$ cat config.mk
export PLATFORM = sky130hd
export DESIGN_NAME = mc_control_fsm
export DESIGN_NICKNAME = d
export VERILOG_FILES = /design/src/rtl/mc_control_fsm.sv
export SDC_FILE = /design/constraint.sdc
export NUM_CORES = 1
export LEC_CHECK = 0
export BUFFER_PORTS_ARGS = -buffer_cell sky130_fd_sc_hd__buf_2
export CORE_UTILIZATION = 50
export DETAILED_ROUTE_END_ITERATION = 16
export PLACE_DENSITY = 0.79
export SLEW_MARGIN = 20
export SYNTH_ARGS = -nofsm -noshare
export SYNTH_HDL_FRONTEND = slang
export SYNTH_SLANG_ARGS = --single-unit
$ cat constraint.sdc
create_clock -name clk -period 2.4 [get_ports clk]
set_input_delay 0.12 -clock clk [delete_from_list [all_inputs] [get_ports clk]]
set_output_delay 0.12 -clock clk [all_outputs]
set_load 0.01 [all_outputs]
$ cat src/rtl/mc_control_fsm.sv
// rtl/mc_control_fsm.sv - multi-cycle MIPS-style control sequencer with retired-instruction counter
// Define ILLEGAL_OP_TRAP_EN to park in HALT on an illegal opcode instead of skipping it.
module mc_control_fsm #(
  parameter int unsigned CNT_W    = 32,
  parameter logic [5:0]  OP_RTYPE = 6'b000000,
  parameter logic [5:0]  OP_LW    = 6'b100011,
  parameter logic [5:0]  OP_SW    = 6'b101011,
  parameter logic [5:0]  OP_BEQ   = 6'b000100,
  parameter logic [5:0]  OP_ADDI  = 6'b001000,
  parameter logic [5:0]  OP_J     = 6'b000010
) (
  input  logic             clk,
  input  logic             rst,
  input  logic [5:0]       opcode,
  input  logic             mem_ready,
  output logic             PCWrite,
  output logic             PCWriteCond,
  output logic             IorD,
  output logic             MemRead,
  output logic             MemWrite,
  output logic             IRWrite,
  output logic             MemtoReg,
  output logic             RegDst,
  output logic             RegWrite,
  output logic             ALUSrcA,
  output logic [1:0]       ALUSrcB,
  output logic [1:0]       ALUOp,
  output logic [1:0]       PCSource,
  output logic [3:0]       state,
  output logic [CNT_W-1:0] retired,
  output logic             illegal
);

  typedef enum logic [3:0] {
    S_FETCH  = 4'd0,
    S_DECODE = 4'd1,
    S_MEMADR = 4'd2,
    S_MEMRD  = 4'd3,
    S_MEMWB  = 4'd4,
    S_MEMWR  = 4'd5,
    S_EXEC   = 4'd6,
    S_RWB    = 4'd7,
    S_BRANCH = 4'd8,
    S_ADDIEX = 4'd9,
    S_ADDIWB = 4'd10,
    S_JUMP   = 4'd11,
    S_HALT   = 4'd12
  } state_t;

  state_t           r_state;
  state_t           w_next;
  logic             w_retire;
  logic             w_illegal_set;
  logic [CNT_W-1:0] r_retired;
  logic             r_illegal;

  always_ff @(posedge clk) begin
    if (rst) begin
      r_state   <= S_FETCH;
      r_retired <= '0;
      r_illegal <= 1'b0;
    end else begin
      r_state <= w_next;
      if (w_retire)      r_retired <= r_retired + CNT_W'(1);
      if (w_illegal_set) r_illegal <= 1'b1;
    end
  end

  always_comb begin
    w_next        = S_FETCH;
    w_retire      = 1'b0;
    w_illegal_set = 1'b0;
    PCWrite       = 1'b0;
    PCWriteCond   = 1'b0;
    IorD          = 1'b0;
    MemRead       = 1'b0;
    MemWrite      = 1'b0;
    IRWrite       = 1'b0;
    MemtoReg      = 1'b0;
    RegDst        = 1'b0;
    RegWrite      = 1'b0;
    ALUSrcA       = 1'b0;
    ALUSrcB       = 2'd0;
    ALUOp         = 2'b00;
    PCSource      = 2'd0;
    case (r_state)
      S_FETCH: begin
        MemRead = 1'b1;
        ALUSrcB = 2'd1;
        IRWrite = mem_ready;
        PCWrite = mem_ready;
        w_next  = mem_ready ? S_DECODE : S_FETCH;
      end
      S_DECODE: begin
        ALUSrcB = 2'd3;
        if (opcode == OP_LW || opcode == OP_SW) w_next = S_MEMADR;
        else if (opcode == OP_RTYPE)            w_next = S_EXEC;
        else if (opcode == OP_BEQ)              w_next = S_BRANCH;
        else if (opcode == OP_ADDI)             w_next = S_ADDIEX;
        else if (opcode == OP_J)                w_next = S_JUMP;
        else begin
          w_illegal_set = 1'b1;
`ifdef ILLEGAL_OP_TRAP_EN
          w_next = S_HALT;
`else
          w_next = S_FETCH;
`endif
        end
      end
      S_MEMADR: begin
        ALUSrcA = 1'b1;
        ALUSrcB = 2'd2;
        w_next  = (opcode == OP_SW) ? S_MEMWR : S_MEMRD;
      end
      S_MEMRD: begin
        MemRead = 1'b1;
        IorD    = 1'b1;
        w_next  = mem_ready ? S_MEMWB : S_MEMRD;
      end
      S_MEMWB: begin
        RegWrite = 1'b1;
        MemtoReg = 1'b1;
        w_retire = 1'b1;
      end
      S_MEMWR: begin
        MemWrite = 1'b1;
        IorD     = 1'b1;
        w_retire = mem_ready;
        w_next   = mem_ready ? S_FETCH : S_MEMWR;
      end
      S_EXEC: begin
        ALUSrcA = 1'b1;
        ALUOp   = 2'b10;
        w_next  = S_RWB;
      end
      S_RWB: begin
        RegWrite = 1'b1;
        RegDst   = 1'b1;
        w_retire = 1'b1;
      end
      S_BRANCH: begin
        ALUSrcA     = 1'b1;
        ALUOp       = 2'b01;
        PCWriteCond = 1'b1;
        PCSource    = 2'd1;
        w_retire    = 1'b1;
      end
      S_ADDIEX: begin
        ALUSrcA = 1'b1;
        ALUSrcB = 2'd2;
        w_next  = S_ADDIWB;
      end
      S_ADDIWB: begin
        RegWrite = 1'b1;
        w_retire = 1'b1;
      end
      S_JUMP: begin
        PCWrite  = 1'b1;
        PCSource = 2'd2;
        w_retire = 1'b1;
      end
`ifdef ILLEGAL_OP_TRAP_EN
      S_HALT: w_next = S_HALT;
`endif
      default: w_next = S_FETCH;
    endcase
    // Reset aborts mid-instruction: no strobe may reach memory or the register file.
    if (rst) begin
      PCWrite     = 1'b0;
      PCWriteCond = 1'b0;
      IorD        = 1'b0;
      MemRead     = 1'b0;
      MemWrite    = 1'b0;
      IRWrite     = 1'b0;
      MemtoReg    = 1'b0;
      RegDst      = 1'b0;
      RegWrite    = 1'b0;
      ALUSrcA     = 1'b0;
      ALUSrcB     = 2'd0;
      ALUOp       = 2'b00;
      PCSource    = 2'd0;
    end
  end

  assign state   = r_state;
  assign retired = r_retired;
  assign illegal = r_illegal;

endmodule

======== Word-level counts from Yosys, hierarchy flattened ========
Index checks and enable logic that the tools add are counted.
word-level totals
  output and inout port bits .............. 53
  bits in registers ....................... 37
  logic and storage cells ................. 72
  input bits .............................. 9
cells by class
  equal/unequal tests ..................... 16
  mux-type cells .......................... 43
  reduce and logical (&&, ||, !) cells .... 9
  $add $sub $neg .......................... 1
operators with widths
  operator                                                               number
  32-bit by 1-bit adder with 32-bit output, second input constant        1
  4-bit one-hot mux with 7 select lines                                  1
  1-bit two-way mux                                                      26
  4-bit two-way mux                                                      5
  4-bit by 3-bit equality test with 1-bit output, second input constant  4
  4-bit equality test, second input constant                             4
  6-bit equality test, second input constant                             2
  3-bit two-way mux                                                      3
  4-bit by 2-bit equality test with 1-bit output, second input constant  2
  2-bit one-hot mux with 2 select lines                                  2
  6-bit by 2-bit equality test with 1-bit output, second input constant  1
  6-bit by 3-bit equality test with 1-bit output, second input constant  1
  6-bit by 4-bit equality test with 1-bit output, second input constant  1
  6-bit logical NOT                                                      1
  2-bit two-way mux                                                      3
  2-bit one-hot mux with 3 select lines                                  1
  2-bit OR reduction                                                     3
  5-bit OR reduction                                                     1
  4-bit by 1-bit equality test with 1-bit output, second input constant  1
  4-bit logical NOT                                                      1
  1-bit one-hot mux with 2 select lines                                  2
  4-bit OR reduction                                                     1
  3-bit OR reduction                                                     1
  1-bit logical OR                                                       1

======== Logic depth before layout (Yosys ltp) ========
Gate-level depths: netlist of run 1.
  word-level depth ........................ 7
  depth in mapped cells ................... 9
  mapped depth without buffers ............ 6

======== Worst setup path before layout of run 1 ========
Ideal clock, no wire load.
  kind .................................... reg-to-reg
  start point ............................. register r_retired[3], in the netlist retired[3]
  end point ............................... register r_retired[30], in the netlist retired[30]
  clock period less this slack ............ 1.856 ns
  library setup time ...................... 0.123 ns
  path slack .............................. 0.544 ns
  arrival ................................. 1.733 ns
  cell stages (with the launch flop) ...... 6
  path buffers ............................ 1
  data required time ...................... 2.277 ns
  cells stage by stage .................... dfxtp_1 buf_2 nand4_1 nor4_1 nor3b_1 mux2_1
between the ends
  longest elaborated chain between the ends .. 1
ends and longest elaborated chain
  item                                      line  text
  start: declaration                        54    logic [CNT_W-1:0] r_retired;
  start signal: assignment                  64    if (w_retire) r_retired <= r_retired + CNT_W'(1);
  32-bit by 1-bit adder with 32-bit output  64
Every way passes these cells.
A chain may end at the register's enable or synchronous reset.

======== Worst setup path in the final report of run 1 ========
  start point ............................. register r_state[0], in the netlist state[0]
  end point ............................... register r_retired[22], in the netlist retired[22]
between the ends
  longest elaborated chain between the ends .. 3
ends and longest elaborated chain
  item                                                                                          line  text
  start: declaration                                                                            50    state_t r_state;
  start signal: assignment                                                                      63    r_state <= w_next;
  4-bit equality test / 4-bit by 3-bit equality test with 1-bit output (equally long branches)  86    case (r_state)
  5-bit OR reduction (no source line)                                                           n/a
  1-bit one-hot mux with 2 select lines *                                                       86
Mark *: on every way between the ends. The rest lies on a longest branch, timed or not.

==> results of run 1 <==
routing by layer:
layer  routed length, um  up-vias  track usage [%]
li1                    -     1160                -
met1                2490     1053             30.7
met2                2520       62             38.4
met3                 265        6             5.83
met4                  57        0             7.81
met5                   0        -                0
power breakdown:
part / internal, W / switching [W] / total (W)
Sequential: 0.000617 / 0.00000632 / 0.000623
Combinational: 0.0000303 / 0.0000450 / 0.0000754
Clock: 0.000228 / 0.000218 / 0.000446
Total: 0.000875 / 0.000269 / 0.00114
worst min path at each step:
stage | start | endpoint | slack (ps)
6_report | rst | illegal$_SDFFE_PP0P_ | 200
5_1_grt | rst | retired[5]$_SDFFE_PP0P_ | 210
4_1_cts | rst | illegal$_SDFFE_PP0P_ | 190
3_3_place_gp | illegal$_SDFFE_PP0P_ | illegal$_SDFFE_PP0P_ | 460
3_5_place_dp | illegal$_SDFFE_PP0P_ | illegal$_SDFFE_PP0P_ | 460
2_1_floorplan | opcode[1] | state[2]$_SDFF_PP0_ | 310
synthesized netlist by cell type (2+ instances only):
cell / instances / area share (%)
a21oi_1: 26 / 5.9
a31oi_1: 2 / 0.57
and3_1: 11 / 3.1
buf_2: 4 / 0.91
buf_4: 2 / 0.68
clkbuf_1: 11 / 1.9
dfxtp_1: 37 / 34
inv_1: 3 / 0.51
nand2_1: 20 / 3.4
nand2b_1: 5 / 1.4
nand3_1: 11 / 2.5
nand3_2: 2 / 0.91
nand4_1: 14 / 4.0
nor2_1: 29 / 5.0
nor2b_1: 4 / 1.1
nor3_1: 8 / 1.8
nor4_1: 5 / 1.4
o21ai_0: 15 / 3.4
o21ai_2: 2 / 0.80
o22a_1: 4 / 1.6
o31ai_1: 7 / 2.4
o41ai_1: 2 / 0.80
or2_2: 2 / 0.57
or3_1: 11 / 3.1
or4_1: 7 / 2.4
or4b_1: 3 / 1.4
xnor2_1: 4 / 1.6
xor2_1: 10 / 4.0
stage by stage:
| stage | utilization, % | setup WS [ps] | hold slack [ps] | std cells | total power (W) |
|---|---|---|---|---|---|
| 2_1_floorplan | - | 544 | 311 | 281 | 0.000684 |
| 3_3_place_gp | 61.6 | 356 | 455 | 382 | 0.000712 |
| 3_5_place_dp | 61.6 | 270 | 463 | 382 | 0.000712 |
| 4_1_cts | 63.7 | 243 | 193 | 389 | 0.00115 |
| 5_1_grt | 63.7 | 42.2 | 207 | 389 | 0.00117 |
| 6_report | 63.7 | 244 | 197 | 389 | 0.00114 |
cells by family after synthesis:
| kind of cell | count (synthesis) |
|---|---|
| and+or+nand+nor | 141 |
| AOI/OAI and AO/OA | 64 |
| DFF | 37 |
| buffers and inverters | 21 |
| xor gates and xnor gates | 14 |
| muxes | 3 |
| adders and majority gates | 1 |
critical path: stages, from the launching register on:
cell and delay [ps]:
dfxtp_1 620, nor2b_4 80, o21ai_2 260, nand3_2 350
or4b_1 610, a21oi_1 160
sequential cells by signal, indices dropped and copies added, names as in the netlist:
register and flops:
illegal 1, state 4, retired 32
area by class of cell:
class / instances / area share, %
multi-input combinational: 223 / 51.7
sequential: 37 / 28.3
timing repair buffer: 69 / 13.9
clock buffer: 7 / 3.29
tap: 50 / 2.39
inverter: 3 / 0.430
==> reports/metrics.cfg, run 1 <==
[placed_design]
dpl_cell_area_um2 = 2530
gp_congestion = 0.813
port_buffers = 61
place.detailed.hpwl_mm = 3.86

[cts]
cts.sinks = 37
cts_made_buffers = 5
cts_max_level = 2
clk_latency_ps = 290
holdBufCountCts = 0
cts-root-buf = clkbuf_8
cts_setup_buffers = 0
path_clk_slew_ps = 70
cts.repair.resized = 0
cts_tree = done
clockBufferDepth = 2

[floorplan]
die_area_um2 = 4660
std_cell_rows = 23
io_pins = 62
die_h_um = 68.3
coreArea_um2 = 4120
start_util_pct = 53.3
fp.dieW_um = 68.3

[route]
firstDrtPassIters = 4
drc_errors = 0
post_drt_wl_per_cell_um = 13.7
detail_route.iter0.violations = 149
vias_per_cell = 5.86
wirelength_mm = 5.33
ant_nets = 0
vias = 2281

[hold_path]
min_path_type = input pin to register
min_path_cells = 2

[logic_synthesis]
yosysSeqAreaShare_pct = 33.8
synth_nets = 291
synthCells = 281
yosys.area_share.xor_xnor_pct = 5.59
synth_top_family_by_area = simple AND/OR/NAND/NOR gates
yosysWarnings = 0
synth-simple-area-share_pct = 36.0
syn_avg_cell_area_um2 = 7.81
ys_types = 48
synth_compound_area_share_pct = 18.1
synth_fa_ha_area_share_pct = 0.570
synthArstFlopShare_pct = 0
synthesis.area_um2 = 2190
synth_edf_count = 0
synth_top_flop_cell = dfxtp_1
synthMuxAreaShare_pct = 1.48
ys_ff_latch = 37

[worst_setup_path]
r2r_cells = 5
critPathRequiredTime_ps = 2620
critPathArrivalTime_ps = 2380
endpoint = retired[22]$_SDFFE_PP0P_
cp-start-kind = register
timing.rr.end = retired[22]$_SDFFE_PP0P_
r2r_slack_ps = 240
crit_fanout = 21
path_class = register to register
r2r-start = state[0]$_SDFF_PP0_
worstSetupEndpointType = register
cp-startpoint = state[0]$_SDFF_PP0_

[sta]
tns_ps = 0
period_needed_ps = 2160
slew_headroom_pct = 67.8
fin_skew_ps = 6.76
slew_violations = 0
fin_crit_sh_pct = 89.8
hold_violations = 0
rsz0062_at_grt = no
tightest_slew_ps = 483
finalSetupViolCount = 0
fmax_mhz = 464

[pwr]
peakVddDrop_v = 0.000228
power.density_nw_per_um2 = 437
power.leakage_nw = 1.04

[run]
drv_cap = 0

[grt]
track_usage_pct = 23.8
grt_pass1_vias = 1894
grt-ovfl-total = 0
grt_max_degree = 29
grt_pass1_wl_mm = 8.38
grt_antenna_before_repair = 0

[final_layout]
multi_input_area_um2 = 1360
syn_to_final_growth_pct = 19.4
final_cell_mix = buf_2 (61), dfxtp_1 (37), nor2_1 (29)
drive_gt1_share_pct = 25.7
nets = 349
insertedDiodeCount = 0
layout_commonest_cell = buf_2
design_area_um2 = 2620
seq_area_um2 = 741
fillerInstances = 384

[outcome]
status = completed

Power figures use the tool's default switching activity.
==> inputs of run 2 (changes only) <==
- CORE_ASPECT_RATIO: default -> 2
==> reports/metrics.cfg, run 2 (synthesis results as in run 1) <==
[outcome]
status = completed

[floorplan]
io_pins = 62
fp.dieW_um = 48.8
start_util_pct = 52.6
die_area_um2 = 4670
std_cell_rows = 33
die_h_um = 95.7
coreArea_um2 = 4170

[pwr]
power.density_nw_per_um2 = 433
peakVddDrop_v = 0.000382
switching_share_pct = 23.1
p_sw_w = 0.000263
power_frac_seq_pct = 54.4
power.leakage_nw = 1.05
p_int_w = 0.000876
p_comb_share_pct = 7.1
clkPwrFrac_pct = 38.5

[hold_path]
min-delay-start = opcode[1]
min_path_type = input pin to register
min_path_cells = 3
holdPathEnd = state[2]$_SDFF_PP0_

[route]
detail_route.iter0.violations = 47
wirelength_mm = 5.57
vias = 2305
post_drt_wl_per_cell_um = 14.2
drc_errors = 0
firstDrtPassIters = 4
vias_per_cell = 5.88
ant_nets = 0

[sta]
slew_headroom_pct = 63.4
slew_violations = 0
hold_violations = 0
rsz0062_at_grt = no
tightest_slew_ps = 547
fin_crit_sh_pct = 84.0
fmax_mhz = 496
tns_ps = 0
finalSetupViolCount = 0
fin_skew_ps = 3.16
period_needed_ps = 2020

[final_layout]
design_area_um2 = 2630
layout.cells.non_filler = 392
largest_reg_flops = 32
final_cell_mix = buf_2 (61), dfxtp_1 (37), nor2_1 (29)
insertedDiodeCount = 0
drive_gt1_share_pct = 25.9
layout_commonest_cell = buf_2
nets = 350
syn_to_final_growth_pct = 19.9

[cts]
cts.sinks = 37
cts-root-buf = clkbuf_8
clk_latency_ps = 290
holdBufCountCts = 0
cts_max_level = 2
cts_setup_buffers = 0
clockBufferDepth = 2
cts_made_buffers = 5
path_clk_slew_ps = 70
cts.repair.resized = 0
cts_tree = done

[placed_design]
dpl_cell_area_um2 = 2540
port_buffers = 61
gp_congestion = 0.811
place.detailed.hpwl_mm = 4.19
place_inst = 385

[grt]
grt_pass1_wl_mm = 9.25
grt_max_degree = 36
grt_pass1_vias = 2153
track_usage_pct = 25.2
grt_antenna_before_repair = 0
grt-ovfl-total = 0

[worst_setup_path]
path_class = register to register
cp-start-kind = register
timing.rr.end = retired[18]$_SDFFE_PP0P_
critPathRequiredTime_ps = 2620
r2r-start = retired[4]$_SDFFE_PP0P_
r2r_slack_ps = 380
worstSetupEndpointType = register
critPathArrivalTime_ps = 2230
crit_fanout = 21
r2r_cells = 5

[run]
drv_cap = 0

==> run 2: power groups by stage <==
| stage | logic, W | clock network [W] | registers (W) |
|---|---|---|---|
| finish | 0.0000808 | 0.000439 | 0.000619 |
| CTS | 0.0000810 | 0.000445 | 0.000619 |
| global route | 0.0000895 | 0.000469 | 0.000619 |
| detailed placement | 0.0000809 | 0 | 0.000633 |
| global placement | 0.0000802 | 0 | 0.000633 |
| floorplan | 0.0000493 | 0 | 0.000635 |
==> run 2: worst max path at each step <==
| stage | end | from |
|---|---|---|
| after floorplan | retired[30]$_SDFFE_PP0P_ | retired[3]$_SDFFE_PP0P_ |
| after global placement | retired[31]$_SDFFE_PP0P_ | state[3]$_SDFF_PP0_ |
| after detailed placement | retired[31]$_SDFFE_PP0P_ | state[3]$_SDFF_PP0_ |
| after CTS | retired[31]$_SDFFE_PP0P_ | state[3]$_SDFF_PP0_ |
| after global routing | retired[28]$_SDFFE_PP0P_ | retired[4]$_SDFFE_PP0P_ |
| final | retired[18]$_SDFFE_PP0P_ | retired[4]$_SDFFE_PP0P_ |
==> run 2: per-layer routing <==
layer	global-route usage [%]	vias up	part of all wire, %
li1	-	1153	-
met1	23.7	1095	37
met2	51.5	48	58
met5	0	-	0
met3	3.48	9	2.6
met4	12.0	0	2.5
==> run 2: critical path: stages (launching register included) <==
cell,delay (ps)
dfxtp_1,410
and3_1,240
and3_1,230
nand3_2,310
or4_1,600
a21oi_1,170
==> run 2: layout make-up <==
| cell class | count | area, um^2 |
|---|---|---|
| Timing Repair Buffer | 70 | 373 |
| Fill cell | 417 | 1540 |
| Sequential cell | 37 | 741 |
| Clock buffer | 7 | 86.3 |
| Multi-Input combinational cell | 223 | 1360 |
| Inverter | 3 | 11.3 |
| Tap cell | 52 | 65.1 |
==> run 2: per-stage QoR <==
stage                     hold slack, ps  total power (W)  utilization [%]  setup slack, ps
after floorplan                      311         0.000684                -              544
after global placement               467         0.000713             61.0              456
after detailed placement             472         0.000714             61.0              407
after CTS                            187          0.00114             63.1              387
after global routing                 211          0.00118             63.1              255
final                                188          0.00114             63.1              384
